**src/rtl/cache_write_buffer.sv**
```systemverilog
// cache_write_buffer: write-back FIFO draining dirty evictions to memory, with youngest-match forwarding lookup.
// Optional macro WB_COALESCE_EN merges a push into an already-queued entry with the same address.
module cache_write_buffer #(
  parameter int DATAWIDTH = 32,
  parameter int DEPTH = 4,
  parameter int CNTW = $clog2(DEPTH+1)
) (
  input  logic                 clock,
  input  logic                 reset,
  input  logic                 push,
  input  logic [DATAWIDTH-1:0] push_addr,
  input  logic [DATAWIDTH-1:0] push_data,
  output logic                 full,
  output logic                 empty,
  output logic [CNTW-1:0]      count,
  output logic                 overflow,
  input  logic [DATAWIDTH-1:0] lookup_addr,
  output logic                 lookup_hit,
  output logic [DATAWIDTH-1:0] lookup_data,
  output logic                 mem_write,
  output logic [DATAWIDTH-1:0] mem_addr,
  output logic [DATAWIDTH-1:0] mem_data,
  input  logic                 mem_ack
);
  localparam int PW = $clog2(DEPTH);
  typedef enum logic {IDLE, WRITE} state_t;
  state_t r_state, w_next;
  logic [DEPTH-1:0] r_valid;
  logic [DATAWIDTH-1:0] r_addr [DEPTH];
  logic [DATAWIDTH-1:0] r_data [DEPTH];
  logic [PW-1:0] r_head, r_tail;
  logic [CNTW-1:0] r_count;
  logic r_overflow;
  logic [DATAWIDTH-1:0] r_mem_addr, r_mem_data;
  logic w_pop, w_latch, w_coal, w_alloc, w_drop;
  logic [PW-1:0] w_cidx;
  logic [DATAWIDTH-1:0] w_head_data;

  assign full = r_count == CNTW'(DEPTH);
  assign empty = r_count == '0;
  assign count = r_count;
  assign overflow = r_overflow;
  assign mem_write = r_state == WRITE;
  assign mem_addr = r_mem_addr;
  assign mem_data = r_mem_data;
  assign w_pop = (r_state == WRITE) && mem_ack;
  assign w_latch = (r_state == IDLE) && !empty;
  assign w_alloc = push && !full && !w_coal;
  assign w_drop = push && full && !w_coal;

  always_comb begin
    lookup_hit = 1'b0;
    lookup_data = '0;
    for (int i = 0; i < DEPTH; i++)
      if (r_valid[r_head + PW'(i)] && r_addr[r_head + PW'(i)] == lookup_addr) begin
        lookup_hit = 1'b1;
        lookup_data = r_data[r_head + PW'(i)];
      end
  end

`ifdef WB_COALESCE_EN
  always_comb begin
    w_coal = 1'b0;
    w_cidx = '0;
    for (int i = 0; i < DEPTH; i++)
      if (r_valid[r_head + PW'(i)] && r_addr[r_head + PW'(i)] == push_addr &&
          !(r_state == WRITE && r_head + PW'(i) == r_head)) begin
        w_coal = push;
        w_cidx = r_head + PW'(i);
      end
  end
  // a merge into the head on the latching edge must reach memory, not be lost
  assign w_head_data = (w_coal && w_cidx == r_head) ? push_data : r_data[r_head];
`else
  assign w_coal = 1'b0;
  assign w_cidx = '0;
  assign w_head_data = r_data[r_head];
`endif

  always_ff @(posedge clock) begin
    if (w_alloc) begin
      r_addr[r_tail] <= push_addr;
      r_data[r_tail] <= push_data;
    end
    if (w_coal) r_data[w_cidx] <= push_data;
  end

  always_ff @(posedge clock or posedge reset) begin
    if (reset) begin
      r_valid <= '0;
      r_head <= '0;
      r_tail <= '0;
      r_count <= '0;
      r_overflow <= 1'b0;
    end else begin
      if (w_pop) begin
        r_valid[r_head] <= 1'b0;
        r_head <= r_head + PW'(1);
      end
      if (w_alloc) begin
        r_valid[r_tail] <= 1'b1;
        r_tail <= r_tail + PW'(1);
      end
      if (w_drop) r_overflow <= 1'b1;
      r_count <= r_count + CNTW'(w_alloc) - CNTW'(w_pop);
    end
  end

  always_ff @(posedge clock or posedge reset) begin
    if (reset) begin
      r_mem_addr <= '0;
      r_mem_data <= '0;
    end else if (w_latch) begin
      r_mem_addr <= r_addr[r_head];
      r_mem_data <= w_head_data;
    end
  end

  always_ff @(posedge clock or posedge reset) begin
    if (reset) r_state <= IDLE;
    else r_state <= w_next;
  end

  always_comb begin
    w_next = r_state;
    w_next = (r_state == IDLE) ? (empty ? IDLE : WRITE) : (mem_ack ? IDLE : WRITE);
  end
endmodule

```
**config.mk**
```make
export PLATFORM = sky130hd
export DESIGN_NAME = cache_write_buffer
export DESIGN_NICKNAME = d
export VERILOG_FILES = /design/src/rtl/cache_write_buffer.sv
export SDC_FILE = /design/constraint.sdc
export NUM_CORES = 1
export LEC_CHECK = 0
export CELL_PAD_IN_SITES_DETAIL_PLACEMENT = 0
export CELL_PAD_IN_SITES_GLOBAL_PLACEMENT = 2
export CORE_ASPECT_RATIO = 0.8
export CORE_MARGIN = 2
export CORE_UTILIZATION = 44
export CTS_CLUSTER_SIZE = 24
export DETAILED_ROUTE_END_ITERATION = 12
export HOLD_SLACK_MARGIN = 0.12
export PLACE_DENSITY_LB_ADDON = 0.12
export SLEW_MARGIN = 25
export SYNTH_ARGS = -nofsm -noshare
export SYNTH_HDL_FRONTEND = slang
export SYNTH_SLANG_ARGS = --single-unit
```
**constraint.sdc**
```tcl
create_clock -name clock -period 14.3 [get_ports clock]
set_clock_uncertainty 0.1 [all_clocks]
set_input_delay 4.29 -clock clock [delete_from_list [all_inputs] [get_ports clock]]
set_output_delay 4.29 -clock clock [all_outputs]
set_load 0.1 [all_outputs]
```
==> results of run 1 <==
==> flip-flops by register name, summed over array words and instances (netlist names) <==
signal	cells
count	3
mem_addr	32
mem_data	32
mem_write	1
overflow	1
r_addr	128
r_data	128
r_head	2
r_tail	2
r_valid	4
==> power by group <==
| part | switching [W] | internal, W | total [W] |
|---|---|---|---|
| sequential | 0.000238 | 0.00132 | 0.00156 |
| clock | 0.000404 | 0.000550 | 0.000954 |
| combinational | 0.00217 | 0.00139 | 0.00356 |
| total | 0.00282 | 0.00326 | 0.00608 |
==> synth_stat cells (5+ instances only) <==
master	instances	area, um^2
sky130_fd_sc_hd__nand2_1	214	803.3
sky130_fd_sc_hd__a2111oi_0	5	43.79
sky130_fd_sc_hd__a21oi_1	48	240.2
sky130_fd_sc_hd__clkbuf_1	58	217.7
sky130_fd_sc_hd__inv_1	22	82.58
sky130_fd_sc_hd__ha_1	10	125.1
sky130_fd_sc_hd__buf_4	14	105.1
sky130_fd_sc_hd__a21o_1	37	277.8
sky130_fd_sc_hd__xnor2_1	90	788.3
sky130_fd_sc_hd__o221ai_1	8	70.07
sky130_fd_sc_hd__buf_2	35	175.2
sky130_fd_sc_hd__o21ai_0	13	65.06
sky130_fd_sc_hd__nor4_1	8	50.05
sky130_fd_sc_hd__edfxtp_1	256	7687
sky130_fd_sc_hd__nor2b_1	6	37.54
sky130_fd_sc_hd__mux4_2	215	4842
sky130_fd_sc_hd__o2bb2ai_1	5	43.79
sky130_fd_sc_hd__mux2_2	8	90.09
sky130_fd_sc_hd__mux2i_1	77	770.7
sky130_fd_sc_hd__o211ai_1	35	262.8
sky130_fd_sc_hd__buf_1	12	45.04
sky130_fd_sc_hd__and2_1	10	62.56
sky130_fd_sc_hd__a22oi_1	5	37.54
sky130_fd_sc_hd__a221oi_1	7	61.31
sky130_fd_sc_hd__buf_6	13	146.4
sky130_fd_sc_hd__nand3_1	40	200.2
sky130_fd_sc_hd__o22a_1	34	297.8
sky130_fd_sc_hd__nor2_1	16	60.06
sky130_fd_sc_hd__dfrtp_1	77	1927
sky130_fd_sc_hd__o22ai_1	8	50.05
sky130_fd_sc_hd__nand4_1	15	93.84
sky130_fd_sc_hd__xor2_1	23	201.4
==> per-stage QoR <==
step / setup WS (ns) / area, um^2 / instances / hold WS, ns
after global routing: 1.507 / 23940 / 2259 / 0.3868
after floorplan: 2.747 / 20500 / 1481 / 0.3809
final: 1.633 / 23950 / 2262 / 0.3589
after CTS: 1.699 / 23930 / 2255 / 0.3645
after detailed placement: 1.707 / 22720 / 2183 / 0.3524
after global placement: 1.635 / 22720 / 2183 / 0.3461
==> how the worst min path moves through the flow <==
stage               slack (ns)                      end                    start
floorplan                 0.38     r_valid[0]$_DFF_PP0_     r_valid[0]$_DFF_PP0_
global placement          0.35     overflow$_DFFE_PP0P_     overflow$_DFFE_PP0P_
detailed placement        0.35     overflow$_DFFE_PP0P_     overflow$_DFFE_PP0P_
CTS                       0.36     overflow$_DFFE_PP0P_     overflow$_DFFE_PP0P_
global route              0.39  mem_addr[2]$_DFFE_PP0P_  mem_addr[2]$_DFFE_PP0P_
finish                    0.36     overflow$_DFFE_PP0P_     overflow$_DFFE_PP0P_
==> layer usage <==
layer	track usage [%]	up-vias	share of wire [%]
li1	-	6149	-
met1	39.53	7437	46
met2	36.84	609	43
met3	6.303	98	8.6
met4	7.588	8	2.4
met5	0	-	0.088
==> cell families (layout without fill, tap and decap cells) <==
group           Yosys count  after routing  synth area share (%)
mux                     304            304                 28.04
simple gates            325            325                 7.025
fa+ha+maj                11             11                0.7080
flops                   333            333                 46.90
buf+inv                 157            319                 3.931
compound gates          238            238                 8.569
other cells               0              7                     0
xor+xnor                113            113                 4.828
==> final cells by class <==
class | count | area [um^2] | area share (%)
antenna | 7 | 17.52 | 0.07315
inverter | 23 | 88.84 | 0.3710
tap | 612 | 765.7 | 3.197
clock inverter | 18 | 120.1 | 0.5016
multi-input combinational | 991 | 10130 | 42.32
timing repair buffer | 224 | 2115 | 8.830
sequential | 333 | 9622 | 40.18
clock buffer | 54 | 1085 | 4.530
==> impl_metrics.xml, run 1 <==
<?xml version="1.0" encoding="UTF-8"?>
<metrics>
  <group name="global_route">
    <metric name="gr-total-overflow" unit="">0</metric>
    <metric name="grt_first_pass_wirelength" unit="um">92600</metric>
    <metric name="global_route.usage.total" unit="%">25.98</metric>
    <metric name="antenna_violations_before_repair" unit="">11</metric>
    <metric name="first_global_vias" unit="">14060</metric>
    <metric name="pin_count_of_the_biggest_net_entering_global_routing" unit="">114</metric>
  </group>
  <group name="worst_setup_path">
    <metric name="startpoint_type" unit="">input port</metric>
    <metric name="category_of_the_most_critical_setup_path" unit="">input port to primary output</metric>
    <metric name="reg2reg_depth" unit="">6</metric>
    <metric name="worst-endpoint-arrival" unit="ns">8.28</metric>
    <metric name="critPathSlowestCell" unit="">sky130_fd_sc_hd__clkdlybuf4s50_1</metric>
    <metric name="critical_path.startpoint" unit="">lookup_addr[1]</metric>
    <metric name="critical_path.cell_chain" unit="">clkdlybuf4s50_1, o22ai_1, a2111oi_0, a31oi_1, or4_4, a2111oi_4, buf_4, a21o_1, o22a_1, buf_4</metric>
    <metric name="startpoint_of_the_worst_slack_reg_to_reg_timing_path" unit="">r_head[1]$_DFFE_PP0P_</metric>
    <metric name="worst_path_largest_cell_delay" unit="ns">0.80</metric>
    <metric name="critical_path.top_delay_family" unit="">buffers and inverters</metric>
    <metric name="critical_path_cell_count" unit="">10</metric>
    <metric name="setup.reg_to_reg.worst_slack" unit="ns">10.56</metric>
    <metric name="timing.critical_path.to_type" unit="">primary output</metric>
    <metric name="crit_required" unit="ns">9.91</metric>
    <metric name="cp_buf_inv_count" unit="">3</metric>
    <metric name="critPathCapture" unit="">lookup_data[28]</metric>
    <metric name="timing.critical_path.mode_cell" unit="">sky130_fd_sc_hd__buf_4</metric>
    <metric name="worstPathMaxFanout" unit="">65</metric>
    <metric name="rr_endpoint" unit="">mem_addr[7]$_DFFE_PP0P_</metric>
  </group>
  <group name="clock_network">
    <metric name="clock_sinks" unit="">333</metric>
    <metric name="cts_hold_repair.buffers" unit="">0</metric>
    <metric name="clock_tree.buffer_depth" unit="">3</metric>
    <metric name="cts-resized-gates" unit="">0</metric>
    <metric name="tritoncts" unit="">done</metric>
    <metric name="worstSkewPairLatency" unit="ns">0.56</metric>
    <metric name="cts_clock_pin_slew_for_the_worst_setup_and_hold_paths" unit="ns">0.05</metric>
    <metric name="post_cts_buffers" unit="">0</metric>
    <metric name="master_cell_of_the_clock_root_buffer" unit="">sky130_fd_sc_hd__clkbuf_16</metric>
    <metric name="cts-htree-levels" unit="">2</metric>
    <metric name="total_clock_buffers_created_by_cts" unit="">39</metric>
  </group>
  <group name="layout">
    <metric name="nNetsFinal" unit="">1723</metric>
    <metric name="mostFrequentLayoutCell" unit="">sky130_fd_sc_hd__edfxtp_1</metric>
    <metric name="fin_util" unit="%">52.28</metric>
    <metric name="fillerInstances" unit="">3924</metric>
    <metric name="layout-drive-gt1-share" unit="%">21.24</metric>
    <metric name="layout_common_cells" unit="">sky130_fd_sc_hd__edfxtp_1 (256), sky130_fd_sc_hd__mux4_2 (215), sky130_fd_sc_hd__nand2_1 (214), sky130_fd_sc_hd__clkdlybuf4s50_1 (169), sky130_fd_sc_hd__xnor2_1 (90)</metric>
    <metric name="flow.area_growth_from_synthesis" unit="%">16.82</metric>
  </group>
  <group name="route">
    <metric name="vias" unit="">14300</metric>
    <metric name="detail_route.drc_violations" unit="">0</metric>
    <metric name="detail_route.wl_per_cell" unit="um">27.52</metric>
    <metric name="drt_first_iter_violations" unit="">1377</metric>
    <metric name="detail_route.vias_per_cell" unit="">6.322</metric>
    <metric name="detail_route.wirelength" unit="um">62260</metric>
    <metric name="detail_route.first_pass.iterations" unit="">6</metric>
    <metric name="postRouteAntennaNets" unit="">0</metric>
  </group>
  <group name="hold_path">
    <metric name="instance_count_along_the_most_critical_hold_path" unit="">1</metric>
    <metric name="hp-class" unit="">register to register</metric>
  </group>
  <group name="timing">
    <metric name="final_hold_vios" unit="">0</metric>
    <metric name="post-route-period-util" unit="%">88.58</metric>
    <metric name="layout_min_cycle_time" unit="ns">12.67</metric>
    <metric name="timing.final.setup_violations" unit="">0</metric>
    <metric name="setup_tns" unit="ns">0</metric>
    <metric name="fmax" unit="GHz">0.07894</metric>
    <metric name="slew_violations" unit="">0</metric>
    <metric name="max-slew-margin-rel" unit="%">17.60</metric>
    <metric name="rsz0062_at_grt" unit="">false</metric>
    <metric name="max_slew.worst_pin.slew" unit="ns">1.205</metric>
  </group>
  <group name="power_and_ir_drop">
    <metric name="p_leak" unit="nW">8.594</metric>
    <metric name="fin_total_pwr" unit="W">0.006079</metric>
    <metric name="power.ir.vdd_worst" unit="V">0.0003082</metric>
    <metric name="power.density" unit="nW/um^2">253.9</metric>
  </group>
  <group name="floorplanning">
    <metric name="start_util" unit="%">44.75</metric>
    <metric name="num_io_pins" unit="">204</metric>
    <metric name="num_rows" unit="">70</metric>
    <metric name="area_of_the_die" unit="um^2">48340</metric>
    <metric name="die_h" unit="um">197.1</metric>
    <metric name="placeableCoreArea" unit="um^2">45810</metric>
    <metric name="die_w" unit="um">245.3</metric>
  </group>
  <group name="synthesis">
    <metric name="synth-warning-count" unit="">0</metric>
    <metric name="cell_count_after_synthesis" unit="">1481</metric>
    <metric name="synth_flop_cell" unit="">sky130_fd_sc_hd__edfxtp_1</metric>
    <metric name="synth-async-reset-ratio" unit="%">23.12</metric>
    <metric name="mapped_avg_cell_area" unit="um^2">13.84</metric>
    <metric name="synth-seq-area-share" unit="%">46.90</metric>
    <metric name="synth_enable_flop_cells" unit="">256</metric>
    <metric name="yosys.cell_types.count" unit="">63</metric>
    <metric name="syn-num-nets" unit="">1592</metric>
    <metric name="netlist_area" unit="um^2">20500</metric>
    <metric name="synth.ff_latch_count" unit="">333</metric>
  </group>
  <group name="placement">
    <metric name="portBuffers" unit="">203</metric>
    <metric name="hpwlAfterDp" unit="um">41100</metric>
    <metric name="routabilityCongestion" unit="">0.9022</metric>
  </group>
  <group name="job">
    <metric name="cap_violations" unit="">0</metric>
  </group>
  <group name="run_status">
    <metric name="run_status" unit="">finished clean</metric>
  </group>
</metrics>
(Power assumes the default switching activity.)
==> run 2: changes to the inputs <==
--- a/config.mk
+++ b/config.mk
@@ -7,7 +7,6 @@
 export LEC_CHECK = 0
 export CELL_PAD_IN_SITES_DETAIL_PLACEMENT = 0
 export CELL_PAD_IN_SITES_GLOBAL_PLACEMENT = 2
-export CORE_ASPECT_RATIO = 0.8
 export CORE_MARGIN = 2
 export CORE_UTILIZATION = 44
 export CTS_CLUSTER_SIZE = 24
==> run 2 against run 1 <==
Cell count decreased by 0.22%. Global-route usage hardly changed. Critical path depth decreased by 1. Combinational power about the same. Clock power up 12%. Cell area rose by 0.74%. Power increased by 1.5%. Die area about the same. Setup slack lost 0.12 ns. Critical path type unchanged. Highest routed layer unchanged.
==> impl_metrics.xml, run 2 (synthesized netlist as in run 1, its figures left out) <==
<?xml version="1.0" encoding="UTF-8"?>
<metrics>
  <group name="run_status">
    <metric name="run_status" unit="">finished clean</metric>
  </group>
  <group name="route">
    <metric name="detail_route.drc_violations" unit="">0</metric>
    <metric name="drt_first_iter_violations" unit="">1482</metric>
    <metric name="postRouteAntennaNets" unit="">0</metric>
    <metric name="detail_route.wl_per_cell" unit="um">27.53</metric>
    <metric name="detail_route.first_pass.iterations" unit="">5</metric>
    <metric name="detail_route.wirelength" unit="um">62130</metric>
    <metric name="vias" unit="">14350</metric>
    <metric name="detail_route.vias_per_cell" unit="">6.356</metric>
  </group>
  <group name="worst_setup_path">
    <metric name="timing.critical_path.to_type" unit="">primary output</metric>
    <metric name="worst-endpoint-arrival" unit="ns">8.40</metric>
    <metric name="worst_path_largest_cell_delay" unit="ns">1.04</metric>
    <metric name="critical_path.cell_chain" unit="">clkdlybuf4s50_1, xnor2_1, o31a_1, nor4_1, and4_2, nand3_1, a21oi_1, o22a_1, buf_4</metric>
    <metric name="critPathSlowestCell" unit="">sky130_fd_sc_hd__and4_2</metric>
    <metric name="worstPathMaxFanout" unit="">32</metric>
    <metric name="category_of_the_most_critical_setup_path" unit="">input port to primary output</metric>
    <metric name="critical_path.top_delay_family" unit="">simple AND/OR/NAND/NOR gates</metric>
    <metric name="cp_buf_inv_count" unit="">2</metric>
    <metric name="crit_required" unit="ns">9.91</metric>
    <metric name="startpoint_type" unit="">input port</metric>
  </group>
  <group name="timing">
    <metric name="layout_min_cycle_time" unit="ns">12.79</metric>
    <metric name="max-slew-margin-rel" unit="%">28.65</metric>
    <metric name="fmax" unit="GHz">0.07818</metric>
    <metric name="setup_tns" unit="ns">0</metric>
    <metric name="timing.final.setup_violations" unit="">0</metric>
    <metric name="max_slew.worst_pin.slew" unit="ns">1.070</metric>
    <metric name="post-route-period-util" unit="%">89.45</metric>
    <metric name="final_hold_vios" unit="">0</metric>
    <metric name="post-route-worst-setup-slack" unit="ns">1.509</metric>
    <metric name="slew_violations" unit="">0</metric>
    <metric name="rsz0062_at_grt" unit="">false</metric>
  </group>
  <group name="clock_network">
    <metric name="cts_clock_pin_slew_for_the_worst_setup_and_hold_paths" unit="ns">0.06</metric>
    <metric name="master_cell_of_the_clock_root_buffer" unit="">sky130_fd_sc_hd__clkbuf_16</metric>
    <metric name="post_cts_buffers" unit="">0</metric>
    <metric name="clock_sinks" unit="">333</metric>
    <metric name="cts-resized-gates" unit="">0</metric>
    <metric name="cts-htree-levels" unit="">2</metric>
    <metric name="total_clock_buffers_created_by_cts" unit="">41</metric>
    <metric name="worstSkewPairLatency" unit="ns">0.56</metric>
    <metric name="clock_tree.buffer_depth" unit="">3</metric>
    <metric name="tritoncts" unit="">done</metric>
    <metric name="cts_hold_repair.buffers" unit="">0</metric>
  </group>
  <group name="power_and_ir_drop">
    <metric name="sw_frac_of_total" unit="%">45.35</metric>
    <metric name="p_leak" unit="nW">8.693</metric>
    <metric name="power_frac_clock" unit="%">17.3</metric>
    <metric name="share_seq_of_total_power" unit="%">25.2</metric>
    <metric name="power_frac_comb" unit="%">57.5</metric>
    <metric name="fin_total_pwr" unit="W">0.006169</metric>
    <metric name="cellInternalPower" unit="W">0.003371</metric>
    <metric name="power.density" unit="nW/um^2">255.7</metric>
    <metric name="power.ir.vdd_worst" unit="V">0.0002158</metric>
    <metric name="power.switching" unit="W">0.002798</metric>
  </group>
  <group name="placement">
    <metric name="hpwlAfterDp" unit="um">40030</metric>
    <metric name="preCtsSetupSlack" unit="ns">1.632</metric>
    <metric name="routabilityCongestion" unit="">0.8834</metric>
    <metric name="portBuffers" unit="">203</metric>
  </group>
  <group name="floorplanning">
    <metric name="start_util" unit="%">44.31</metric>
    <metric name="num_rows" unit="">79</metric>
    <metric name="die_h" unit="um">219.8</metric>
    <metric name="area_of_the_die" unit="um^2">48330</metric>
    <metric name="die_w" unit="um">219.8</metric>
    <metric name="placeableCoreArea" unit="um^2">46260</metric>
    <metric name="num_io_pins" unit="">204</metric>
  </group>
  <group name="layout">
    <metric name="layout-drive-gt1-share" unit="%">22.16</metric>
    <metric name="nNetsFinal" unit="">1725</metric>
    <metric name="flow.area_growth_from_synthesis" unit="%">17.69</metric>
    <metric name="mostFrequentLayoutCell" unit="">sky130_fd_sc_hd__edfxtp_1</metric>
    <metric name="fin_util" unit="%">52.15</metric>
    <metric name="layout_common_cells" unit="">sky130_fd_sc_hd__edfxtp_1 (256), sky130_fd_sc_hd__mux4_2 (215), sky130_fd_sc_hd__nand2_1 (214), sky130_fd_sc_hd__clkdlybuf4s50_1 (170), sky130_fd_sc_hd__xnor2_1 (90)</metric>
    <metric name="biggestRegsByFlops" unit="">r_addr x128, r_data x128</metric>
  </group>
  <group name="global_route">
    <metric name="first_global_vias" unit="">14100</metric>
    <metric name="antenna_violations_before_repair" unit="">7</metric>
    <metric name="gr-total-overflow" unit="">0</metric>
    <metric name="grt_first_pass_wirelength" unit="um">92190</metric>
    <metric name="global_route.usage.total" unit="%">26.00</metric>
    <metric name="pin_count_of_the_biggest_net_entering_global_routing" unit="">138</metric>
  </group>
  <group name="hold_path">
    <metric name="hp-class" unit="">register to register</metric>
  </group>
  <group name="job">
    <metric name="cap_violations" unit="">0</metric>
  </group>
</metrics>
==> run 2: cell count changes in the layout (fill, tap and decap cells not counted), sizes merged <==
cell	previous run	this run
clkdlybuf4s50	169	170
bufinv	1	4
clkbuf	55	56
diode	7	3
clkinv	16	13
clkinvlp	0	2
==> run 2: path summary, 6_finish.rpt <==
check / to / slack [ns] / startpoint / cells past startpoint
min in group asynchronous: mem_addr[24]$_DFFE_PP0P_ / 3.96 / reset / 2
worst max-delay path: lookup_data[3] / 1.51 / lookup_addr[29] / 9
worst max register to register: mem_addr[7]$_DFFE_PP0P_ / 10.57 / r_head[1]$_DFFE_PP0P_ / 6
worst min-delay path: overflow$_DFFE_PP0P_ / 0.37 / overflow$_DFFE_PP0P_ / 1
worst min register to register: overflow$_DFFE_PP0P_ / 0.37 / overflow$_DFFE_PP0P_ / 1
max in group asynchronous: r_head[0]$_DFFE_PP0P_ / 8.78 / reset / 3
==> run 2: per-stage QoR <==
stage          area (um^2)  std cells  hold slack (ns)
2_1_floorplan        20500       1481           0.3809
3_3_place_gp         22720       2178           0.3423
3_5_place_dp         22720       2178           0.3537
4_1_cts              24120       2254           0.3669
5_1_grt              24120       2255           0.3794
6_report             24130       2257           0.3655
==> run 2: area by class of cell <==
type | count | area (um^2)
Fill cell | 3964 | 22130
Timing Repair Buffer | 224 | 2120
Multi-Input combinational cell | 991 | 10130
Clock buffer | 56 | 1195
Tap cell | 607 | 759.5
Sequential cell | 333 | 9622
Clock inverter | 20 | 207.7
Antenna cell | 3 | 7.507
Inverter | 23 | 88.84
==> run 2: power by group through the flow <==
stage / Sequential (W) / Clock [W] / Combinational [W]
after floorplan: 0.00215 / 0 / 0.00214
after global placement: 0.00155 / 0 / 0.00356
after detailed placement: 0.00157 / 0 / 0.00355
after CTS: 0.00155 / 0.00109 / 0.00357
after global routing: 0.00159 / 0.00113 / 0.00375
final: 0.00155 / 0.00107 / 0.00355
==> run 2: per-layer routing <==
layer	track usage [%]	part of all wire (%)	vias up
li1	-	-	6149
met1	38.58	44	7449
met2	39.69	46	638
met3	4.790	8.2	99
met4	6.488	2.0	10
met5	0	0.11	-
